**src/rtl/wb_stage.sv**
```systemverilog
// wb_stage: MEM/WB pipeline register, load extraction, writeback mux and retired-instruction counter
module wb_stage #(
  parameter int CNT_W = 64
) (
  input  logic             clk,
  input  logic             rst,
  input  logic             stall,
  input  logic             flush,
  input  logic             in_valid,
  input  logic             in_regwrite,
  input  logic [4:0]       in_rd,
  input  logic [1:0]       in_wbsel,
  input  logic [2:0]       in_funct3,
  input  logic [31:0]      in_alu_result,
  input  logic [31:0]      in_mem_rdata,
  input  logic [31:0]      in_pc_plus4,
  output logic             regwrite,
  output logic [4:0]       writereg_addr,
  output logic [31:0]      writedata,
  output logic             wb_retire,
  output logic [CNT_W-1:0] instret
);
  localparam logic [CNT_W-1:0] ONE = CNT_W'(1);
  logic        valid_q, regwrite_q;
  logic [4:0]  rd_q;
  logic [1:0]  wbsel_q;
  logic [2:0]  funct3_q;
  logic [31:0] alu_q, rdata_q, pc4_q;
  logic [31:0] shifted, load_v;
  logic [7:0]  byte_v;
  logic [15:0] half_v;
  // pipeline register (flush beats stall, reset beats both) and retire counter
  always_ff @(posedge clk) begin
    if (!rst) begin
      valid_q    <= 1'b0;
      regwrite_q <= 1'b0;
      rd_q       <= '0;
      wbsel_q    <= '0;
      funct3_q   <= '0;
      alu_q      <= '0;
      rdata_q    <= '0;
      pc4_q      <= '0;
      instret    <= '0;
    end else begin
      if (flush) begin
        valid_q    <= 1'b0;
        regwrite_q <= 1'b0;
      end else if (!stall) begin
        valid_q    <= in_valid;
        regwrite_q <= in_regwrite;
        rd_q       <= in_rd;
        wbsel_q    <= in_wbsel;
        funct3_q   <= in_funct3;
        alu_q      <= in_alu_result;
        rdata_q    <= in_mem_rdata;
        pc4_q      <= in_pc_plus4;
      end
      if (wb_retire) instret <= instret + ONE;
    end
  end
  // load extraction and writeback source selection
  always_comb begin
    shifted       = rdata_q >> {alu_q[1:0], 3'b000};
    byte_v        = shifted[7:0];
    half_v        = alu_q[1] ? rdata_q[31:16] : rdata_q[15:0];
    load_v        = funct3_q == 3'b000 ? {{24{byte_v[7]}}, byte_v} :
                    funct3_q == 3'b100 ? {24'b0, byte_v} :
                    funct3_q == 3'b001 ? {{16{half_v[15]}}, half_v} :
                    funct3_q == 3'b101 ? {16'b0, half_v} : rdata_q;
    writedata     = wbsel_q == 2'b01 ? load_v : wbsel_q == 2'b10 ? pc4_q : alu_q;
    regwrite      = valid_q & regwrite_q & (rd_q != 5'd0);
    writereg_addr = rd_q;
    wb_retire     = valid_q & (~stall | flush);
  end
endmodule
```
**config.mk**
```make
export PLATFORM = sky130hd
export DESIGN_NAME = wb_stage
export DESIGN_NICKNAME = d
export VERILOG_FILES = /design/src/rtl/wb_stage.sv
export SDC_FILE = /design/constraint.sdc
export NUM_CORES = 1
export LEC_CHECK = 0
export CORE_ASPECT_RATIO = 1.25
export CORE_MARGIN = 2
export CORE_UTILIZATION = 40
export DETAILED_ROUTE_END_ITERATION = 12
export PLACE_DENSITY_LB_ADDON = 0.3
export SKIP_CTS_REPAIR_TIMING = 1
export SYNTH_ARGS = -nofsm -noshare
export SYNTH_HDL_FRONTEND = slang
export SYNTH_SLANG_ARGS = --single-unit
```
**constraint.sdc**
```tcl
create_clock -name clk -period 3.7 [get_ports clk]
set_clock_uncertainty 0.15 [all_clocks]
set_input_delay 0.37 -clock clk [delete_from_list [all_inputs] [get_ports clk]]
set_output_delay 0.37 -clock clk [all_outputs]
set_load 0.03 [all_outputs]
```
==> impl_metrics.yaml <==
status:
  status: "finished, final reports clean"
placed_design:
  numPortBuffers: 214
  place_ws_ps: 474
  finalWeightedCongestion: 0.897
  dpl_cell_area_um2: 10800
  dp_hpwl_mm: 18.8
sta:
  layout_setup_ws_ps: 137
  layout_min_cycle_time_ps: 3560
  max_slew_margin_pct: 48.1
  min_period_over_period_pct: 96.3
  rsz0062_at_grt: "no"
  hold_viol_final: 0
  slew_viol_final: 0
  worstMarginPinSlew_ps: 773
  setup_viol: 0
  fmax_mhz: 281
  tns_ps: 0
layout:
  synthToLayoutAreaGrowth_pct: 36.2
  fill_cells: 1938
  final_layout_size_suffix_gt1_share_pct: 6.66
  final_util_pct: 55.0
  layout_common_cells: "nand2_1, clkdlybuf4s50_1, dfxtp_1"
  final_common_cell: "nand2_1"
  final_nets: 1362
  final_area_um2: 11400
floorplan:
  fp-row-count: 59
  start_util_pct: 40.4
  dieArea_um2: 22100
  ios: 215
  coreArea_um2: 20700
  die_h_um: 166
  die_w_um: 133
drt:
  drt_wl_total_mm: 26.0
  drc_errors: 0
  vias: 8306
  wl_per_cell_um: 16.9
  dr.pass1.iters: 5
  via_per_inst: 5.39
  postRouteAntennaNets: 0
  first_iter_violations: 529
power:
  swShare_pct: 27.6
  pwr-share-seq_pct: 45.1
  power_w: 0.00434
  clkPwrFrac_pct: 41.2
  p_comb_share_pct: 13.7
  ir_drop_uv: 327
  powerDensity_nw_per_um2: 382
  power_switching_w: 0.00120
  internal_power_w: 0.00314
  p_leak_nw: 3.86
synth:
  ys_seq_area_share_pct: 41.2
  synth_ff_type: "dfxtp_1"
  synth-seq-cells: 172
  syn_nets: 1182
  yosys_warnings: 0
  postSynthAreaPerCell_um2: 7.81
  syn_area_um2: 8350
  synth_edf_count: 0
  synthDistinctLibCells: 47
  async_flop_share_pct: 0
  syn_inst: 1069
grt:
  grt_pass1_wl_mm: 41.0
  grt_pass1_vias: 7955
  grt_max_degree: 75
  grt_overflow: 0
  antenna_found_initial: 5
  grt_usage_pct: 23.3
worst_hold_path:
  hp-start: "pc4_q[10]$_SDFFE_PN0P_"
  hp-class: "reg -> reg"
clock_tree:
  cts_tree: "built"
  root_buffer: "clkbuf_16"
  cts.htree.levels: 4
  insertion_delay_ps: 440
  cts.sinks: 172
  cts_buffer_depth: 2
  cts_made_buffers: 17
  path_clk_slew_ps: 70
critical_path:
  cp-start-kind: "flip-flop"
  required_ps: 3180
  crit_arrival_ps: 3040
  crit_type: "reg -> out"
  critPathLaunch: "funct3_q[0]$_SDFFE_PN0P_"
  worstReg2RegStart: "instret[0]$_SDFFE_PN0P_"
  critPathMaxFanout: 24
  end_kind: "output port"
run:
  max_cap_viol_count: 0
[final cells by class]
type / count / area (um2) / share of cell area (%)
diodes: 4 / 10.0 / 0.0880
clock buffers: 17 / 425 / 3.74
clock inverters: 15 / 156 / 1.38
inverters: 9 / 36.3 / 0.319
multi-input cells: 814 / 4590 / 40.4
flip-flops and latches: 172 / 3450 / 30.3
well taps: 274 / 343 / 3.01
repair buffers: 235 / 2360 / 20.8
[synth_stat cells (2+ instances only)]
master	count	area share, %
nand2_1	275	12
dfxtp_1	172	41
a21oi_1	152	9.1
clkbuf_1	61	2.7
mux2i_1	42	5.0
nor2_1	39	1.8
nor3_1	36	2.2
o21ai_0	30	1.8
nand3_1	28	1.7
nand4_1	24	1.8
a221oi_1	23	2.4
or3_1	22	1.6
or4_1	18	1.6
o31ai_1	16	1.4
xor2_1	16	1.7
mux2_2	10	1.3
a22oi_1	9	0.81
nor4_1	9	0.67
buf_1	8	0.36
inv_1	8	0.36
xnor2_1	8	0.84
a21o_1	7	0.63
mux4_2	7	1.9
o211ai_1	7	0.63
nand2b_1	6	0.45
and4_1	3	0.31
buf_2	3	0.18
o311ai_0	3	0.31
o41ai_1	3	0.31
or2_2	3	0.22
and2_1	2	0.15
and3_1	2	0.15
buf_6	2	0.27
o21a_1	2	0.18
[logic make-up (layout without fill, tap and decap cells)]
logic type	count (synthesis)	in the layout	share of synthesized area (%)
AO/OA/AOI/OAI	254	254	17.8
AND/OR/NAND/NOR	476	476	26.1
other	0	4	0
multiplexers	59	59	8.27
flip-flops	172	172	41.2
XOR/XNOR	24	24	2.52
adder cells (fa/ha/maj)	1	1	0.150
buffers and inverters	83	276	3.95
[registers in the layout, indices dropped and copies added (netlist names)]
| signal | count |
|---|---|
| writereg_addr | 5 |
| regwrite_q | 1 |
| funct3_q | 3 |
| wbsel_q | 2 |
| instret | 64 |
| alu_q | 32 |
| pc4_q | 32 |
| valid_q | 1 |
| rdata_q | 32 |
[power by group through the flow]
stage,registers (W),clock network [W],logic [W]
floorplan,0.00198,0,0.000325
global placement,0.00200,0,0.000592
detailed placement,0.00200,0,0.000596
CTS,0.00196,0.00183,0.000599
global route,0.00196,0.00190,0.000642
finish,0.00196,0.00179,0.000595
[layer usage]
| metal | wire [um] | track usage, % | up-vias |
|---|---|---|---|
| met5 | 13 | 0 | - |
| met4 | 733 | 9.43 | 2 |
| met3 | 1720 | 6.17 | 48 |
| met2 | 12400 | 38.9 | 260 |
| met1 | 11200 | 28.6 | 3825 |
| li1 | - | - | 4171 |
[final timing paths]
path	end	slack, ps	cells after the start
setup / recovery	writedata[18]	140	6
hold / removal	pc4_q[10]$_SDFFE_PN0P_	300	2
setup reg to reg	instret[40]$_SDFFE_PN0P_	850	6
hold reg to reg	pc4_q[10]$_SDFFE_PN0P_	300	2
[per-stage QoR]
stage,std cells,hold WS (ps)
after floorplan,1069,286
after global placement,1504,291
after detailed placement,1504,296
after CTS,1536,305
after global routing,1537,319
final,1540,304
[worst max-delay path, stage by stage, from the launching register on]
cell	delay [ps]
dfxtp_1	350
or2_2	490
nor3_1	260
nor3_2	90
buf_4	260
a221oi_1	410
clkdlybuf4s50_1	740
Power figures use the tool's default switching activity.
